===== config.mk =====
export PLATFORM = sky130hd
export DESIGN_NAME = wb_scoreboard
export DESIGN_NICKNAME = d
export VERILOG_FILES = /design/src/rtl/wb_scoreboard.sv
export SDC_FILE = /design/constraint.sdc
export NUM_CORES = 1
export LEC_CHECK = 0
export ABC_AREA = 1
export BUFFER_PORTS_ARGS = -buffer_cell sky130_fd_sc_hd__buf_2
export CAP_MARGIN = 20
export CORE_MARGIN = 2
export CORE_UTILIZATION = 40
export DETAILED_ROUTE_END_ITERATION = 7
export GPL_ROUTABILITY_DRIVEN = 0
export PLACE_DENSITY = 0.61
export SKIP_CTS_REPAIR_TIMING = 1
export SYNTH_ARGS = -nofsm -noshare
export SYNTH_HDL_FRONTEND = slang
export SYNTH_SLANG_ARGS = --single-unit
export TNS_END_PERCENT = 20

===== constraint.sdc =====
create_clock -name clk -period 6.35 [get_ports clk]
set_input_delay 0.635 -clock clk [delete_from_list [all_inputs] [get_ports clk]]
set_output_delay 0.635 -clock clk [all_outputs]
set_load 0.005 [all_outputs]

===== src/rtl/wb_scoreboard.sv =====
// wb_scoreboard
//
// In-order writeback scoreboard. It holds a circular queue of expected
// (rd, value) results, compares every architectural register-file writeback
// against the queue head, and reports pass/fail counts, a one-cycle mismatch
// pulse with the captured fields of the last failure, and completion.
//
// Optional feature macro: CHK_TIMEOUT_EN. When it is defined, a watchdog
// counts RUN cycles without a writeback while entries are pending. On expiry
// it flags timeout, charges every pending entry as a failure, flushes the
// queue and ends the run. When it is undefined, timeout is tied to 0.
//
// Ports:
//   clk                      clock, rising edge
//   reset                    asynchronous, active-low reset
//   start                    one-cycle pulse: IDLE->RUN, or DONE->RUN with clear
//   exp_valid/exp_ready      expected-entry handshake
//   exp_rd, exp_data         expected destination register and value
//   wb_en, wb_rd, wb_data    core register-file write port
//   busy, done               state is RUN / state is DONE
//   mismatch                 one-cycle pulse per failed compare
//   mism_rd_got/mism_rd_exp  register indices of the last failure
//   mism_got/mism_exp        values of the last failure
//   pass_count, fail_count   saturating result counters
//   timeout                  sticky watchdog flag
module wb_scoreboard #(
  parameter int DWIDTH  = 32,
  parameter int RWIDTH  = 5,
  parameter int DEPTH   = 16,
  parameter int CWIDTH  = 16,
  parameter int TIMEOUT = 64
) (
  input  logic              clk,
  input  logic              reset,
  input  logic              start,
  input  logic              exp_valid,
  output logic              exp_ready,
  input  logic [RWIDTH-1:0] exp_rd,
  input  logic [DWIDTH-1:0] exp_data,
  input  logic              wb_en,
  input  logic [RWIDTH-1:0] wb_rd,
  input  logic [DWIDTH-1:0] wb_data,
  output logic              busy,
  output logic              done,
  output logic              mismatch,
  output logic [RWIDTH-1:0] mism_rd_got,
  output logic [RWIDTH-1:0] mism_rd_exp,
  output logic [DWIDTH-1:0] mism_got,
  output logic [DWIDTH-1:0] mism_exp,
  output logic [CWIDTH-1:0] pass_count,
  output logic [CWIDTH-1:0] fail_count,
  output logic              timeout
);

  localparam int PTR_W = $clog2(DEPTH);
  localparam int CNT_W = PTR_W + 1;
  localparam logic [CNT_W-1:0] FULL_C = CNT_W'(DEPTH);

  typedef enum logic [1:0] {
    S_IDLE = 2'd0,
    S_RUN  = 2'd1,
    S_DONE = 2'd2
  } state_t;

  state_t state_q, state_d;

  logic [RWIDTH-1:0] mem_rd   [DEPTH];
  logic [DWIDTH-1:0] mem_data [DEPTH];
  logic [PTR_W-1:0]  wr_ptr, rd_ptr;
  logic [CNT_W-1:0]  count_q, count_d;

  logic              push, flush, clear;
  logic              wb_evt_p0, have_head_p0, head_match_p0;
  logic              pop_p0, pass_p0, fail_p0;
  logic [RWIDTH-1:0] head_rd_p0;
  logic [DWIDTH-1:0] head_data_p0;

  // Saturating add into a result counter.
  function automatic logic [CWIDTH-1:0] sat_add(input logic [CWIDTH-1:0] a,
                                                input logic [CNT_W-1:0]  b);
    logic [CWIDTH:0] sum;
    sum = {1'b0, a} + (CWIDTH+1)'(b);
    return sum[CWIDTH] ? {CWIDTH{1'b1}} : sum[CWIDTH-1:0];
  endfunction

  // Ready looks only at the registered occupancy, never at a same-cycle pop.
  assign exp_ready = (count_q < FULL_C) && (state_q != S_DONE);
  assign push      = exp_valid && exp_ready;
  assign clear     = (state_q == S_DONE) && start;
  assign busy      = (state_q == S_RUN);
  assign done      = (state_q == S_DONE);

  // ---- stage p0: compare the writeback against the queue head ----
  // An empty queue presents zero expected fields, which is what an
  // unexpected write (RUN, empty) or any write in DONE must capture.
  assign wb_evt_p0     = wb_en && (wb_rd != '0);
  assign have_head_p0  = (count_q != '0);
  assign head_rd_p0    = have_head_p0 ? mem_rd[rd_ptr]   : '0;
  assign head_data_p0  = have_head_p0 ? mem_data[rd_ptr] : '0;
  assign head_match_p0 = have_head_p0 && (wb_rd == head_rd_p0) &&
                         (wb_data == head_data_p0);
  assign pop_p0        = (state_q == S_RUN) && wb_evt_p0 && have_head_p0;
  assign pass_p0       = pop_p0 && head_match_p0;
  // A start in DONE takes priority over a coincident writeback.
  assign fail_p0       = wb_evt_p0 &&
                         (((state_q == S_RUN) && !head_match_p0) ||
                          ((state_q == S_DONE) && !start));

`ifdef CHK_TIMEOUT_EN
  localparam int TW = $clog2(TIMEOUT + 1);
  localparam logic [TW-1:0] TMO_LAST = TW'(TIMEOUT - 1);

  logic [TW-1:0] tcnt_q;
  logic          idle_wait, tmo_q;

  // Expiry fires on the TIMEOUT-th consecutive idle cycle with entries pending.
  assign idle_wait = (state_q == S_RUN) && have_head_p0 && !wb_evt_p0;
  assign flush     = idle_wait && (tcnt_q == TMO_LAST);
  assign timeout   = tmo_q;

  always_ff @(posedge clk or negedge reset) begin
    if (!reset) begin
      tcnt_q <= '0;
      tmo_q  <= 1'b0;
    end else begin
      tcnt_q <= (idle_wait && !flush) ? tcnt_q + 1'b1 : '0;
      if (clear)      tmo_q <= 1'b0;
      else if (flush) tmo_q <= 1'b1;
    end
  end
`else
  logic tmo_unused;
  assign tmo_unused = (TIMEOUT > 0);
  assign flush      = 1'b0;
  assign timeout    = 1'b0;
`endif

  always_comb begin
    count_d = count_q;
    if (flush) count_d = '0;
    else       count_d = count_q + CNT_W'(push) - CNT_W'(pop_p0);
  end

  // RUN ends once the queue drains (post-pop) and nothing more is offered.
  always_comb begin
    state_d = state_q;
    case (state_q)
      S_IDLE:  if (start) state_d = S_RUN;
      S_RUN:   if (flush || ((count_d == '0) && !exp_valid)) state_d = S_DONE;
      S_DONE:  if (start) state_d = S_RUN;
      default: state_d = S_IDLE;
    endcase
  end

  always_ff @(posedge clk or negedge reset) begin
    if (!reset) begin
      state_q <= S_IDLE;
      count_q <= '0;
      wr_ptr  <= '0;
      rd_ptr  <= '0;
    end else begin
      state_q <= state_d;
      count_q <= count_d;
      if (flush) begin
        wr_ptr <= '0;
        rd_ptr <= '0;
      end else begin
        if (push)   wr_ptr <= wr_ptr + 1'b1;
        if (pop_p0) rd_ptr <= rd_ptr + 1'b1;
      end
    end
  end

  always_ff @(posedge clk) begin
    if (push) begin
      mem_rd[wr_ptr]   <= exp_rd;
      mem_data[wr_ptr] <= exp_data;
    end
  end

  // ---- stage p1: registered results, visible the cycle after the write ----
  always_ff @(posedge clk or negedge reset) begin
    if (!reset) begin
      mismatch    <= 1'b0;
      pass_count  <= '0;
      fail_count  <= '0;
      mism_rd_got <= '0;
      mism_rd_exp <= '0;
      mism_got    <= '0;
      mism_exp    <= '0;
    end else begin
      mismatch <= fail_p0;
      if (clear) begin
        pass_count  <= '0;
        fail_count  <= '0;
        mism_rd_got <= '0;
        mism_rd_exp <= '0;
        mism_got    <= '0;
        mism_exp    <= '0;
      end else begin
        if (pass_p0) pass_count <= sat_add(pass_count, CNT_W'(1));
        if (flush)        fail_count <= sat_add(fail_count, count_q);
        else if (fail_p0) fail_count <= sat_add(fail_count, CNT_W'(1));
        if (fail_p0) begin
          mism_rd_got <= wb_rd;
          mism_rd_exp <= head_rd_p0;
          mism_got    <= wb_data;
          mism_exp    <= head_data_p0;
        end
      end
    end
  end

endmodule


==> run_results.csv, run 1 <==
group,metric,value,unit
worst_setup_path,path_class,"reg2reg",
routing,vias,21900,
pwr,seq_power_share,37.1,%
hold_path,hp-class,"in2async",
clocking,clk_latency,0.62,ns
worst_setup_path,path_cells,"inv_8, buf_4, nand2_1, nand2_1, nand2_1, nand3_1, nand3_1, nand2_1, nand3_1, nand2_1, nor2_1, nand2_1, nor2_1, nand3_1, o21bai_1, nand2_4, buf_4, nand4_1, nand2_1",
floorplanning,die_area,80100,µm²
finish,nFillCells,7092,
synth,synthDistinctLibCells,32,
clocking,ctsHtreeMaxLevel,3,
synth,synth-seq-cells,714,
timing,fmax,222,MHz
clocking,cts.sinks,714,
worst_setup_path,r2r_end,"mism_exp[27]",
synth,syn-cell-area,31100,µm²
worst_setup_path,cp_common_cell,"nand2_1",
synth,yosysSeqAreaShare,66.9,%
pwr,p_sw,6.18,mW
timing,rsz0062_at_grt,"false",
finish,final_nets,3266,
synth,ys_warn_count,0,
worst_setup_path,regToRegStartpoint,"rd_ptr[0]",
pwr,power.density,453,nW/µm²
floorplanning,initial_core_util,40.3,%
floorplanning,pin_count,190,
floorplanning,num_rows,102,
synth,post_synth_most_frequent_cells,"nand2_1 (858), edfxtp_1 (592), nand3_1 (471)",
synth,syn_nets,3140,
grt,grtUsageTotal,21.0,%
clocking,path_clk_slew,0.06,ns
grt,antenna_found_initial,15,
floorplanning,coreArea,77200,µm²
routing,wl_met3,6120,µm
grt,grt_max_degree,168,
worst_setup_path,endpoint_kind,"register",
timing,tightest_slew,1.10,ns
pwr,leakage,14.8,nW
placement,pre_cts_ws,1.84,ns
run,cap_violations,0,
finish,area_delta_synth_final,13.6,%
timing,maxSlewHeadroom,26.2,%
pwr,irDropWorstVdd,0.000582,V
placement,io_buffers,188,
pwr,internal_power,9.84,mW
timing,drv_slew,0,
grt,overflow,0,
clocking,root_buffer,"clkbuf_16",
routing,wl_met1,37100,µm
worst_setup_path,path_max_fanout,149,
routing,routed-wl-met2,40100,µm
clocking,cts_made_buffers,73,
synth,yosysTopAreaCell,"edfxtp_1",
routing,routed_wl,85600,µm
synth,yosysMostFrequentCell,"nand2_1",
floorplanning,die_x,283,µm
finish,drive_gt1_share,11.2,%
pwr,p_clk_share,26.9,%
routing,route.antenna.remaining_nets,0,
synth,synth_top_cells_by_area,"edfxtp_1 (57%), nand2_1 (10%), dfrtp_1 (9.8%), nand3_1 (7.6%), nor2_1 (3.4%)",
timing,fin_skew,0.0242,ns
worst_setup_path,cpMaxStageDelayCell,"buf_4",
worst_setup_path,reg2reg_slack,1.85,ns
floorplanning,die-height,283,µm
worst_setup_path,critPathLaunchType,"register",
status,outcome,"finished, final reports clean",
timing,fin_crit_sh,70.9,%
timing,timing.final.crit_period,4.50,ns
synth,syn_avg_cell_area,10.2,µm²
routing,routed.top_layer,"met5",
worst_setup_path,critPathRequiredTime,6.89,ns
clocking,cts.path.max_buffers,3,
routing,drc,0,
timing,fin_setup_tns,0,ns
synth,synth_top_area_share,57.1,%
routing,routed_via_density,5.14,
timing,final_hold_viol_count,0,
routing,first_pass_iters,7,
synth,async_flop_share,17.1,%
worst_setup_path,slowest_delay,0.71,ns
synth,ys_dominant_reg_cell,"edfxtp_1",
worst_setup_path,worstPathArrival,5.04,ns
synth,synth_cells,3047,
pwr,p_total,16.0,mW
placement,dp_hpwl,47100,µm
clocking,tritoncts,"done",
pwr,p_sw_share,38.6,%
synth,synth_edf_count,592,
routing,drt_iter0_drc,1937,
grt,grt_pass1_wl,129000,µm
timing,setup_violations,0,
routing,wl_per_cell,20.0,µm
worst_setup_path,worstRegToRegCells,19,
pwr,power.share.combinational,36.0,%
grt,grt_pass1_vias,20300,
timing,setup_slack,1.85,ns
-- per-layer routing --
metal  vias to the layer above  GRT usage [%]
li1                      10500              -
met1                     10500           28.7
met2                       747           34.0
met3                       148           3.89
met4                        20           6.41
met5                         -              0
-- through the flow --
step | hold WS (ns) | utilization (%) | area (µm²) | instances
floorplan | 0.339 | - | 31100 | 3047
global placement | 0.475 | 42.7 | 32900 | 4137
detailed placement | 0.485 | 42.7 | 33000 | 4138
CTS | 0.144 | 45.8 | 35400 | 4267
global route | 0.204 | 45.8 | 35400 | 4267
finish | 0.131 | 45.8 | 35400 | 4269
-- cells in the final DEF, fill, tap and decap left out, drive strengths merged, types with 8 or more instances in the layout --
cell type | Yosys | layout
o211ai | 14 | 14
buf | 127 | 225
nand4 | 46 | 46
bufinv | 0 | 8
nor2 | 285 | 285
nand3 | 471 | 471
inv | 250 | 251
ha | 13 | 13
dfrtp | 122 | 122
o21ai | 149 | 149
edfxtp | 592 | 592
clkinv | 0 | 26
nor3 | 13 | 13
nand3b | 12 | 12
a21oi | 13 | 13
xor2 | 16 | 16
nand2 | 860 | 860
clkbuf | 47 | 87
-- cell families (layout without fill, tap and decap cells) --
logic type      after synthesis  in the layout  share of synthesized area, %
simple gates               1693           1693                          23.0
other cells                   1              3                        0.0120
compound gates              180            180                          3.03
buf+inv                     424            604                          5.90
flops                       714            714                          66.9
fa+ha+maj                    14             14                         0.587
xor+xnor                     21             21                         0.591
-- sequential cells by signal (all words and copies together) (netlist names) --
| name | flops |
|---|---|
| mem_data | 512 |
| mem_rd | 80 |
| mism_exp | 32 |
| mism_got | 32 |
| fail_count | 16 |
| pass_count | 16 |
| count_q | 5 |
| mism_rd_exp | 5 |
| mism_rd_got | 5 |
| rd_ptr | 4 |
| wr_ptr | 4 |
| state_q | 2 |
| mismatch | 1 |
-- final cells by class --
| class | count | area, µm² | share of cell area [%] |
|---|---|---|---|
| well taps | 1040 | 1300 | 3.68 |
| inverters | 250 | 950 | 2.68 |
| multi-input cells | 1909 | 8590 | 24.3 |
| diodes | 2 | 5.00 | 0.0141 |
| flip-flops and latches | 714 | 20800 | 58.9 |
| clock buffers | 87 | 1950 | 5.52 |
| clock inverters | 42 | 435 | 1.23 |
| repair buffers | 225 | 1290 | 3.65 |
-- how the worst max path moves through the flow --
stage                          start               to  slack [ns]  cells after the start
after floorplan           state_q[1]  mem_data[11][0]        2.54                      5
after global placement     rd_ptr[0]      mism_exp[0]        1.82                     19
after detailed placement   rd_ptr[0]      mism_exp[0]        1.84                     19
after CTS                  rd_ptr[0]      mism_exp[0]        1.80                     19
after global routing       rd_ptr[0]     mism_got[31]        1.40                     20
final                      rd_ptr[0]     mism_exp[27]        1.85                     19
-- worst max-delay path, delay by kind of cell (launching register included) --
| kind | cells | cell delay [ns] |
|---|---|---|
| buffers and inverters | 3 | 1.77 |
| AO/OA/AOI/OAI | 1 | 0.10 |
| AND/OR/NAND/NOR | 15 | 1.86 |
| flip-flops | 1 | 0.63 |
-- power groups by stage --
stage          sequential (mW)  clock [mW]  combinational [mW]
3_3_place_gp              6.04           0                5.69
5_1_grt                   6.00        4.56                6.42
6_report                  5.95        4.31                5.77
4_1_cts                   5.95        4.38                5.78
3_5_place_dp              6.04           0                5.76
2_1_floorplan             5.98           0                3.80
Power figures use the tool's default switching activity.
==> run 2: changes to the inputs <==
--- a/config.mk
+++ b/config.mk
@@ -5,14 +5,14 @@
 export SDC_FILE = /design/constraint.sdc
 export NUM_CORES = 1
 export LEC_CHECK = 0
-export ABC_AREA = 1
+export ABC_AREA = 0
 export BUFFER_PORTS_ARGS = -buffer_cell sky130_fd_sc_hd__buf_2
 export CAP_MARGIN = 20
 export CORE_MARGIN = 2
 export CORE_UTILIZATION = 40
 export DETAILED_ROUTE_END_ITERATION = 7
 export GPL_ROUTABILITY_DRIVEN = 0
-export PLACE_DENSITY = 0.61
+export PLACE_DENSITY = 0.62
 export SKIP_CTS_REPAIR_TIMING = 1
 export SYNTH_ARGS = -nofsm -noshare
 export SYNTH_HDL_FRONTEND = slang
==> constraint.sdc (replaced) <==
create_clock -name clk -period 4.24 [get_ports clk]
set_input_delay 0.424 -clock clk [delete_from_list [all_inputs] [get_ports clk]]
set_output_delay 0.424 -clock clk [all_outputs]
set_load 0.005 [all_outputs]
==> run_results.csv, run 2 <==
group,metric,value,unit
pwr,p_sw_share,33.8,%
finish,regMostFlops,"mem_data",
synth,post_synth_most_frequent_cells,"edfxtp_1 (592), mux2i_1 (192), nand2_1 (171)",
floorplanning,pin_count,190,
timing,tightest_slew,0.974,ns
routing,route.antenna.remaining_nets,0,
finish,largest_register_ffs,512,
timing,maxSlewHeadroom,35.1,%
synth,syn_nets,1844,
worst_setup_path,critPathRequiredTime,4.67,ns
clocking,cts.path.max_buffers,3,
pwr,seq_power_share,38.6,%
timing,drv_slew,0,
finish,final_area,33900,µm²
clocking,ctsHtreeMaxLevel,3,
worst_setup_path,endpoint_kind,"register",
timing,fmax,244,MHz
timing,rsz0062_at_grt,"false",
floorplanning,num_rows,98,
synth,ys_warn_count,0,
pwr,irDropWorstVdd,0.000331,V
placement,io_buffers,188,
clocking,tritoncts,"done",
synth,ys_dominant_reg_cell,"edfxtp_1",
routing,wl_per_cell,25.5,µm
synth,synthDistinctLibCells,58,
grt,grt_pass1_wl,111000,µm
clocking,cts.sinks,714,
pwr,p_sw,7.79,mW
run,cap_violations,0,
worst_setup_path,regToRegStartpoint,"rd_ptr[0]",
routing,drc,0,
timing,setup_violations,0,
pwr,power.share.combinational,34.9,%
synth,synth_cells,1751,
pwr,p_total,23.1,mW
timing,final_hold_viol_count,0,
hold_path,hp-class,"in2reg",
placement,dp_hpwl,47500,µm
finish,stdcell_count,3012,
placement,postPlaceCellArea,31600,µm²
floorplanning,coreArea,71500,µm²
hold_path,hp-start,"wb_data[11]",
clocking,root_buffer,"clkbuf_16",
synth,yosysSeqAreaShare,72.2,%
routing,drt_iter0_drc,1603,
grt,grt_max_degree,91,
worst_setup_path,worstPathArrival,4.53,ns
worst_setup_path,reg2reg_slack,0.15,ns
clocking,clk_latency,0.62,ns
finish,final_common_cell,"edfxtp_1",
grt,grt_pass1_vias,16900,
finish,final_nets,2101,
finish,final_cell_mix,"edfxtp_1 (592), buf_2 (187), mux2i_1 (185)",
timing,fin_crit_sh,96.5,%
synth,synth_top_cells_by_area,"edfxtp_1 (62%), dfrtp_1 (11%), mux2i_1 (6.7%), mux4_2 (5.9%), nand2_1 (2.2%)",
grt,overflow,0,
synth,synth-seq-cells,714,
pwr,leakage,12.5,nW
synth,async_flop_share,17.1,%
worst_setup_path,path_max_fanout,19,
clocking,path_clk_slew,0.06,ns
routing,routed_via_density,5.59,
clocking,cts_made_buffers,72,
placement,placedCellCount,2882,
synth,yosysMostFrequentCell,"edfxtp_1",
pwr,power.density,680,nW/µm²
synth,synth_edf_count,592,
pwr,internal_power,15.3,mW
worst_setup_path,critPathLaunchType,"register",
timing,fin_skew,0.0222,ns
grt,grtUsageTotal,20.5,%
pwr,p_clk_share,26.6,%
synth,synth_top_area_share,61.6,%
status,outcome,"finished, final reports clean",
floorplanning,die_area,74300,µm²
floorplanning,die-height,273,µm
synth,syn_avg_cell_area,16.5,µm²
floorplanning,die_x,273,µm
routing,routed_wl,76700,µm
routing,vias,16900,
finish,nFillCells,6039,
finish,drive_gt1_share,24.7,%
worst_setup_path,startpoint,"rd_ptr[0]",
synth,syn-cell-area,28900,µm²
finish,largest_registers,"mem_data: 512 flops, mem_rd: 80 flops",
synth,yosysTopAreaCell,"edfxtp_1",
routing,first_pass_iters,5,
worst_setup_path,path_class,"reg2reg",
floorplanning,initial_core_util,40.4,%
grt,antenna_found_initial,9,
finish,area_delta_synth_final,17.5,%
timing,timing.final.crit_period,4.09,ns
[run 2: cell count changes after synthesis, moves of 38 or more]
cell,change
o21ai_0,-56
a22oi_1,+72
nand4_1,-38
mux4_2,+76
nor2_1,-256
inv_1,-229
mux2i_1,+192
nand2_1,-687
nand3_1,-434
[run 2: cells by family (layout without fill, tap and decap cells)]
family                     after synthesis  in the layout  synth area share, %
AOI/OAI and AO/OA                      247            247                 5.63
xor gates and xnor gates                36             36                 1.09
adders and majority gates               14             14                0.633
buffers and inverters                  121            431                 1.92
DFF                                    714            714                 72.2
muxes                                  276            276                 12.9
other                                    1              2               0.0130
and+or+nand+nor                        342            342                 5.64
[run 2: per-layer routing]
metal / vias to the layer above / routed length, µm / track usage, % / part of all wire, %
li1: 7355 / - / - / -
met1: 8694 / 32000 / 27.4 / 42
met2: 675 / 36200 / 32.8 / 47
met3: 116 / 6380 / 5.12 / 8.3
met4: 10 / 2060 / 7.17 / 2.7
met5: - / 63 / 0 / 0.082
[run 2: path summary, 6_finish.rpt]
check                                endpoint  cells after the start
worst max-delay path            pass_count[4]                     12
worst min-delay path             mism_got[11]                      3
worst max register to register  pass_count[4]                     12
worst min register to register    mism_got[3]                      2
max in group asynchronous       pass_count[5]                      3
min in group asynchronous        mism_exp[14]                      2
[run 2: cell type report]
class	instances	area, µm²	share of cell area [%]
clock buffers	102	2050	6.04
diodes	1	2.50	0.00738
repair buffers	286	1900	5.59
multi-input cells	916	7680	22.6
clock inverters	25	210	0.620
inverters	18	67.6	0.199
flip-flops and latches	714	20800	61.4
well taps	950	1190	3.50
[run 2: power groups by stage]
stage | logic, mW | registers (mW) | clock network (mW)
finish | 8.04 | 8.90 | 6.13
global route | 8.58 | 8.97 | 6.53
CTS | 7.92 | 8.89 | 6.26
detailed placement | 7.89 | 9.03 | 0
global placement | 7.79 | 8.99 | 0
floorplan | 4.68 | 8.90 | 0
[run 2: worst max-delay path: stages, from the launching register on]
cell,delay (ns)
dfrtp_4,0.50
buf_16,0.22
mux4_2,0.54
mux2i_2,0.35
o22ai_1,0.25
xor2_1,0.19
nor4_1,0.41
nand4_1,0.20
or4_4,0.55
nor2_2,0.15
buf_12,0.15
and4_1,0.26
a311oi_1,0.11
[run 2: through the flow]
step / TNS, ns / utilization [%] / setup WS (ns) / hold WS (ns)
after floorplan: 0 / - / 0.0211 / 0.128
after global placement: -0.0919 / 44.1 / -0.0246 / 0.482
after detailed placement: -0.156 / 44.1 / -0.0375 / 0.501
after CTS: -0.395 / 47.3 / -0.0716 / -0.0915
after global routing: 0 / 47.5 / 0.00207 / 0.0530
final: 0 / 47.5 / 0.149 / 0.0435
